<file path="src/rtl/wt_cache_pkg.sv">
// Shared types and constants for the write-through dcache replacement-state scheduler.
package wt_cache_pkg;

  localparam int unsigned DCACHE_CL_IDX_WIDTH = 8;
  localparam int unsigned DCACHE_SET_ASSOC    = 4;
  localparam int unsigned DCACHE_WAY_WIDTH    = $clog2(DCACHE_SET_ASSOC);
  localparam int unsigned REPL_DROP_CNT_W     = 16;

  typedef struct packed {
    logic [DCACHE_CL_IDX_WIDTH-1:0] idx;
    logic [DCACHE_WAY_WIDTH-1:0]    way;
  } repl_hint_t;

endpackage

</file>
<file path="src/rtl/wt_dcache_repl_fifo.sv">
// Circular hit-hint buffer with per-entry valid bits and a set-index invalidate.
// WT_DCACHE_REPL_COALESCE_EN enables matching the push data against valid entries.
import wt_cache_pkg::*;

module wt_dcache_repl_fifo #(
  parameter int unsigned DEPTH = 4
) (
  input  logic                           clk_i,
  input  logic                           rst_ni,
  input  logic                           clear_i,
  input  logic                           push_i,
  input  logic [DCACHE_CL_IDX_WIDTH-1:0] push_idx_i,
  input  logic [DCACHE_WAY_WIDTH-1:0]    push_way_i,
  input  logic                           pop_i,
  input  logic                           inval_i,
  input  logic [DCACHE_CL_IDX_WIDTH-1:0] inval_idx_i,
  output logic                           match_o,
  output logic [DCACHE_CL_IDX_WIDTH-1:0] head_idx_o,
  output logic [DCACHE_WAY_WIDTH-1:0]    head_way_o,
  output logic                           head_valid_o,
  output logic                           empty_o,
  output logic                           full_o
);

  localparam int unsigned PTR_W = $clog2(DEPTH);

  repl_hint_t           mem_q [DEPTH];
  logic [DEPTH-1:0]     valid_q;
  logic [PTR_W-1:0]     wptr_q, rptr_q;
  logic [PTR_W:0]       count_q;
  logic                 push_en, pop_en;

  assign empty_o      = (count_q == '0);
  assign full_o       = (count_q == (PTR_W+1)'(DEPTH));
  assign push_en      = push_i && !full_o;
  assign pop_en       = pop_i && !empty_o;
  assign head_idx_o   = mem_q[rptr_q].idx;
  assign head_way_o   = mem_q[rptr_q].way;
  assign head_valid_o = valid_q[rptr_q];

`ifdef WT_DCACHE_REPL_COALESCE_EN
  always_comb begin
    match_o = 1'b0;
    for (int unsigned i = 0; i < DEPTH; i++) begin
      if (valid_q[i] && (mem_q[i].idx == push_idx_i) && (mem_q[i].way == push_way_i)) begin
        match_o = 1'b1;
      end
    end
  end
`else
  assign match_o = 1'b0;
`endif

  // Valid bits are cleared on pop, so a set bit always marks an occupied slot.
  always_ff @(posedge clk_i or negedge rst_ni) begin
    if (!rst_ni) begin
      for (int unsigned i = 0; i < DEPTH; i++) begin
        mem_q[i] <= '0;
      end
      valid_q <= '0;
      wptr_q  <= '0;
      rptr_q  <= '0;
      count_q <= '0;
    end else if (clear_i) begin
      valid_q <= '0;
      wptr_q  <= '0;
      rptr_q  <= '0;
      count_q <= '0;
    end else begin
      for (int unsigned i = 0; i < DEPTH; i++) begin
        if (inval_i && (mem_q[i].idx == inval_idx_i)) begin
          valid_q[i] <= 1'b0;
        end
      end
      if (pop_en) begin
        valid_q[rptr_q] <= 1'b0;
        rptr_q          <= rptr_q + PTR_W'(1);
      end
      if (push_en) begin
        mem_q[wptr_q].idx <= push_idx_i;
        mem_q[wptr_q].way <= push_way_i;
        valid_q[wptr_q]   <= 1'b1;
        wptr_q            <= wptr_q + PTR_W'(1);
      end
      if (push_en && !pop_en) begin
        count_q <= count_q + (PTR_W+1)'(1);
      end else if (!push_en && pop_en) begin
        count_q <= count_q - (PTR_W+1)'(1);
      end
    end
  end

endmodule

</file>
<file path="src/rtl/wt_dcache_repl_sched.sv">
// Replacement-state update scheduler: miss passthrough, round-robin hit-hint buffering.
// WT_DCACHE_REPL_COALESCE_EN merges hints that duplicate a valid buffered entry.
import wt_cache_pkg::*;

module wt_dcache_repl_sched #(
  parameter int unsigned NUM_PORTS  = 3,
  parameter int unsigned FIFO_DEPTH = 4
) (
  input  logic                                     clk_i,
  input  logic                                     rst_ni,
  input  logic                                     flush_i,
  input  logic [NUM_PORTS-1:0]                     hit_valid_i,
  input  logic [NUM_PORTS*DCACHE_CL_IDX_WIDTH-1:0] hit_idx_i,
  input  logic [NUM_PORTS*DCACHE_WAY_WIDTH-1:0]    hit_way_i,
  output logic [NUM_PORTS-1:0]                     hit_gnt_o,
  input  logic                                     miss_valid_i,
  input  logic [DCACHE_CL_IDX_WIDTH-1:0]           miss_idx_i,
  input  logic [1:0]                               miss_pred_i,
  output logic                                     repl_hit_o,
  output logic [DCACHE_CL_IDX_WIDTH-1:0]           repl_hit_idx_o,
  output logic [DCACHE_WAY_WIDTH-1:0]              repl_hit_way_o,
  output logic                                     repl_miss_o,
  output logic [DCACHE_CL_IDX_WIDTH-1:0]           repl_miss_idx_o,
  output logic [1:0]                               repl_pred_o,
  input  logic [DCACHE_WAY_WIDTH-1:0]              repl_way_i,
  output logic [DCACHE_WAY_WIDTH-1:0]              victim_way_o,
  output logic [REPL_DROP_CNT_W-1:0]               drop_cnt_o
);

  localparam int unsigned IDX_W = DCACHE_CL_IDX_WIDTH;
  localparam int unsigned WAY_W = DCACHE_WAY_WIDTH;
  localparam int unsigned PTR_W = (NUM_PORTS > 1) ? $clog2(NUM_PORTS) : 1;
  localparam int unsigned NV_W  = $clog2(NUM_PORTS + 1);
  localparam logic [PTR_W-1:0] LAST_RST = PTR_W'(NUM_PORTS - 1);

  localparam logic [0:0] ST_RUN   = 1'b0;
  localparam logic [0:0] ST_FLUSH = 1'b1;

  logic [0:0]                 state_q, state_d;
  logic [PTR_W-1:0]           last_q, last_d, winner;
  logic [REPL_DROP_CNT_W-1:0] drop_cnt_q, drop_cnt_d;
  logic [REPL_DROP_CNT_W:0]   drop_sum;
  logic [NV_W-1:0]            num_valid, num_drop;
  logic                       active, any_valid, hint_hits_miss, grant_dropped;
  logic                       push, pop, match, fifo_empty, fifo_full, head_valid;
  logic [IDX_W-1:0]           win_idx, head_idx;
  logic [WAY_W-1:0]           win_way, head_way;

  // A raised flush_i clears the scheduler in the same cycle, not only from the next one.
  assign active  = (state_q == ST_RUN) && !flush_i;
  assign state_d = flush_i ? ST_FLUSH : ST_RUN;

  assign repl_miss_o     = miss_valid_i;
  assign repl_miss_idx_o = miss_idx_i;
  assign repl_pred_o     = miss_pred_i;
  assign victim_way_o    = repl_way_i;

  always_comb begin
    int unsigned p;
    hit_gnt_o = '0;
    winner    = last_q;
    any_valid = 1'b0;
    p         = 0;
    if (active) begin
      for (int unsigned k = 1; k <= NUM_PORTS; k++) begin
        p = (32'(last_q) + k) % NUM_PORTS;
        if (!any_valid && hit_valid_i[PTR_W'(p)]) begin
          any_valid = 1'b1;
          winner    = PTR_W'(p);
        end
      end
    end
    if (any_valid) begin
      hit_gnt_o[winner] = 1'b1;
    end
  end

  assign win_idx = hit_idx_i[32'(winner)*IDX_W +: IDX_W];
  assign win_way = hit_way_i[32'(winner)*WAY_W +: WAY_W];

  always_comb begin
    num_valid = '0;
    for (int unsigned i = 0; i < NUM_PORTS; i++) begin
      num_valid = num_valid + NV_W'(hit_valid_i[i]);
    end
  end

  // A hint aimed at the set being refilled is stale, so it is dropped rather than buffered.
  assign hint_hits_miss = miss_valid_i && (win_idx == miss_idx_i);
  assign push           = active && any_valid && !hint_hits_miss && !match && !fifo_full;
  assign grant_dropped  = hint_hits_miss || (!match && fifo_full);
  assign pop            = active && !miss_valid_i && !fifo_empty;

  assign repl_hit_o     = pop && head_valid;
  assign repl_hit_idx_o = head_idx;
  assign repl_hit_way_o = head_way;

  always_comb begin
    num_drop = '0;
    if (active && any_valid) begin
      num_drop = num_valid - NV_W'(1) + NV_W'(grant_dropped);
    end
    drop_sum   = {1'b0, drop_cnt_q} + (REPL_DROP_CNT_W+1)'(num_drop);
    drop_cnt_d = drop_sum[REPL_DROP_CNT_W] ? '1 : drop_sum[REPL_DROP_CNT_W-1:0];
  end

  always_comb begin
    last_d = last_q;
    if (!active) begin
      last_d = LAST_RST;
    end else if (any_valid) begin
      last_d = winner;
    end
  end

  assign drop_cnt_o = drop_cnt_q;

  always_ff @(posedge clk_i or negedge rst_ni) begin
    if (!rst_ni) begin
      state_q    <= ST_RUN;
      last_q     <= LAST_RST;
      drop_cnt_q <= '0;
    end else begin
      state_q    <= state_d;
      last_q     <= last_d;
      drop_cnt_q <= drop_cnt_d;
    end
  end

  wt_dcache_repl_fifo #(
    .DEPTH (FIFO_DEPTH)
  ) i_fifo (
    .clk_i        (clk_i),
    .rst_ni       (rst_ni),
    .clear_i      (!active),
    .push_i       (push),
    .push_idx_i   (win_idx),
    .push_way_i   (win_way),
    .pop_i        (pop),
    .inval_i      (miss_valid_i),
    .inval_idx_i  (miss_idx_i),
    .match_o      (match),
    .head_idx_o   (head_idx),
    .head_way_o   (head_way),
    .head_valid_o (head_valid),
    .empty_o      (fifo_empty),
    .full_o       (fifo_full)
  );

endmodule

</file>
<file path="config.mk">
export PLATFORM = sky130hd
export DESIGN_NAME = wt_dcache_repl_sched
export DESIGN_NICKNAME = d
export VERILOG_FILES = /design/src/rtl/wt_cache_pkg.sv /design/src/rtl/wt_dcache_repl_fifo.sv /design/src/rtl/wt_dcache_repl_sched.sv
export SDC_FILE = /design/constraint.sdc
export NUM_CORES = 1
export LEC_CHECK = 0
export BUFFER_PORTS_ARGS = -buffer_cell sky130_fd_sc_hd__buf_4
export CELL_PAD_IN_SITES_DETAIL_PLACEMENT = 1
export CELL_PAD_IN_SITES_GLOBAL_PLACEMENT = 1
export CORE_MARGIN = 5
export CORE_UTILIZATION = 49
export CTS_BUF_LIST = sky130_fd_sc_hd__clkbuf_4 sky130_fd_sc_hd__clkbuf_8
export DETAILED_ROUTE_END_ITERATION = 16
export GPL_ROUTABILITY_DRIVEN = 1
export PLACE_DENSITY = 0.92
export SYNTH_ARGS = -nofsm -noshare
export SYNTH_HDL_FRONTEND = slang
export SYNTH_SLANG_ARGS = --single-unit
</file>
<file path="constraint.sdc">
create_clock -name clk_i -period 9.61 [get_ports clk_i]
set_input_delay 1.4415 -clock clk_i [delete_from_list [all_inputs] [get_ports clk_i]]
set_output_delay 1.4415 -clock clk_i [all_outputs]
set_load 0.1 [all_outputs]
</file>
==> results.md <==
- Final TNS setup: 0 ns
- Reg2reg end: drop_cnt_o[7]
- YS warnings: 0
- Die X-Extent: 108.8 um
- Setup WS post-layout: 2.247 ns
- Global-route wire length before repair: 21690 um
- CORE AREA: 9639 um^2
- Final Core Density: 56.83%
- Dpl cell area: 5293 um^2
- Initial detailed-routing violation count: 160
- CP endpoint kind: register
- Max H-tree Level: 3
- CP max FO: 14
- Ys async rst share: 100.0%
- Worst reg-to-reg setup slack: 2.46 ns
- Overall die area: 11850 um^2
- Antenna violations before repair: 0
- Cell with the most instances after synthesis: dfrtp_1
- Internal: 0.7418 mW
- Top_reg_cell synth: dfrtp_1
- Startpoint Class: input pin
- Clock Latency Late Sink: 0.35 ns
- Fmax achieved: 135.8 MHz
- Dpl cells: 601
- Dpl hpwl: 10260 um
- Arrival time worst endpoint: 7.62 ns
- Initial Utilization: 49.66%
- Clock transition at path regs: 0.07 ns
- Die height: 108.8 um
- Crit Path Class: in -> reg
- Routed Antenna Nets: 0
- DRT Pass-1 Iters: 4
- Critical-path top delay cell: o22ai_2
- Hold Slack: 0.5150 ns
- Yosys reg bits: 70
- Root Driver: clkbuf_8
- Status: completed
- Syn_nets: 489
- CTS tree: built
- Switching share of total power: 47.46%
- Unrepaired setup endpoints after global routing: false
- Hold WC Path Type: reg -> reg
- Clk buf depth: 2
- Leading area contributor after synthesis: dfrtp_1
- Hold-critical path endpoint: i_fifo.mem_q[20]
- Critical Path Max Stage Delay: 0.55 ns
- R2R cell count: 22
- Synthesized instance count: 422
- Most common library cells after synthesis: dfrtp_1 (69), mux2_4 (38), xor2_1 (35)
- Final Hold Fails: 0
- Leak: 2.691 nW
- Via count: 3476
- Largest net degree at the start of global routing: 71
- Final Max Slew Viols: 0
- Period utilisation layout: 76.62%
- IO Pins: 92
- Gate power share: 50.7%
- PortBufs: 83
- Final min period: 7.363 ns
- Slew headroom: 36.24%
- Max Cap Viol: 0
- Reg2reg start: last_q[1]
- Peak supply drop: 0.0001217 V
- CTS Sinks: 70
- Worst EP required: 9.87 ns
- Gr ovfl total: 0
- Average routed wire per standard cell: 21.65 um
- Seq pwr share: 33.2%
- Final setup vio count: 0
- Crit-path cells: buf_4 -> mux2_4 -> mux2_4 -> o41a_1 -> o22ai_2 -> and2b_2 -> nand2_1 -> o21ai_0 -> xor2_1 -> or4_1 -> nand2_1 -> fa_1 -> and2_1 -> ha_1 -> inv_1 -> fa_1 -> nor2_1 -> and3_1 -> and3_1 -> and2_1 -> nand3_1 -> o21ai_0
- Slew of the pin with the lowest slew margin: 0.9564 ns
- Layout cells sized above 1: 34.50%
- Worst Hold Path Cells: 1
- Number of synthesized flops with an enable pin: 0
- Floorplan row count: 36
- Routability cong.: 0.8515
- Total CTS buffers: 9
- Wirelength, routed: 13360 um
- Placement Setup Slack: 1.943 ns
- Yosys top cell area share: 36.07%
- Power Dens Cells: 257.7 nW/um^2
- HP Start: i_fifo.mem_q[20]
- Total GRT Usage: 23.95%
- Non-Filler Instances: 617
- CTS Hold Bufs: 0
- Clock Skews: 0.008923 ns
- Overall Power: 1.412 mW
- Drt via density: 5.634
- Synth unique cells: 52
- Post_cts resized: 0
- Post-route cell area: 5478 um^2
- Vias in the first global route: 3894
- Post CTS Setup Buffer Count: 0
- Clk pwr share: 16.2%
- N_diodes: 0
- Switching Power: 0.6700 mW
- Avg Cell Area, Syn: 11.34 um^2
- Main area contributors after synthesis: dfrtp_1 (36%), mux2_4 (12%), xor2_1 (6.4%)
- Nets: 546
- Synth Cell Area: 4787 um^2
- Post-synthesis sequential area ratio: 36.62%
- Post-route DRC: 0
- P&R area growth vs syn: 14.43%
[kinds of logic after synthesis]
| kind of cell | synth area share (%) |
|---|---|
| AO/OA/AOI/OAI | 5.646 |
| buffers and inverters | 7.580 |
| adder cells (fa/ha/maj) | 5.175 |
| XOR/XNOR | 9.697 |
| multiplexers | 21.85 |
| AND/OR/NAND/NOR | 13.43 |
| flip-flops | 36.62 |
[layout make-up]
| type | count | area, um^2 |
|---|---|---|
| clock buffer | 13 | 166.4 |
| sequential | 70 | 1753 |
| tap | 133 | 166.4 |
| multi-input combinational | 296 | 2671 |
| timing repair buffer | 85 | 638.1 |
| fill | 1073 | 4161 |
| inverter | 17 | 63.81 |
| clock inverter | 3 | 18.77 |
[power groups by stage]
stage	Clock (mW)	Combinational [mW]	Sequential, mW
2_1_floorplan	0	0.498	0.525
3_3_place_gp	0	0.683	0.460
3_5_place_dp	0	0.715	0.472
4_1_cts	0.233	0.719	0.466
5_1_grt	0.245	0.749	0.479
6_report	0.228	0.715	0.468
[cell usage in the layout, fill, tap and decap left out, types with 3 or more instances in the layout]
cell,Yosys,final
buf_4,13,85
dfrtp_1,69,69
mux2_4,38,38
xor2_1,35,35
nand2_1,32,32
nor2_1,18,18
xnor2_1,18,18
inv_1,17,17
nand3_1,17,17
o21ai_0,17,17
mux2i_1,16,16
ha_1,15,15
mux4_2,11,11
clkbuf_8,0,11
nor4_1,8,8
mux2_2,6,6
o2bb2ai_1,6,6
nor2b_1,5,5
nor3_1,5,5
and3_1,5,5
a21oi_1,4,4
and2_1,4,4
o22ai_1,4,4
nand4_4,4,4
fa_1,3,3
[registers in the layout, indices dropped and copies added, names as in the netlist]
name,flops
drop_cnt_o,16
i_fifo.count_q,3
i_fifo.mem_q,40
i_fifo.rptr_q,2
i_fifo.valid_q,4
i_fifo.wptr_q,2
last_q,2
state_q,1
[metal layers]
metal,up-vias,global-route usage [%],wire [um]
met2,118,39.63,6644
met1,1771,32.27,5730
met5,-,0,0
met4,0,7.214,244
met3,19,4.085,737
li1,1568,-,-
[worst max path at each step]
stage | start | end
6_report | hit_valid_i[1] | drop_cnt_o[7]
5_1_grt | hit_valid_i[1] | drop_cnt_o[7]
4_1_cts | hit_valid_i[1] | drop_cnt_o[7]
3_5_place_dp | hit_valid_i[1] | drop_cnt_o[7]
3_3_place_gp | hit_valid_i[1] | drop_cnt_o[7]
2_1_floorplan | hit_valid_i[0] | drop_cnt_o[10]
[worst max-delay path, delay by kind of cell]
family / cells / cell delay [ns]
xor+xnor: 1 / 0.26
simple gates: 10 / 2.56
buf+inv: 2 / 0.20
compound gates: 4 / 1.48
mux: 2 / 0.57
fa+ha+maj: 3 / 1.09
(Power assumes the default switching activity.)
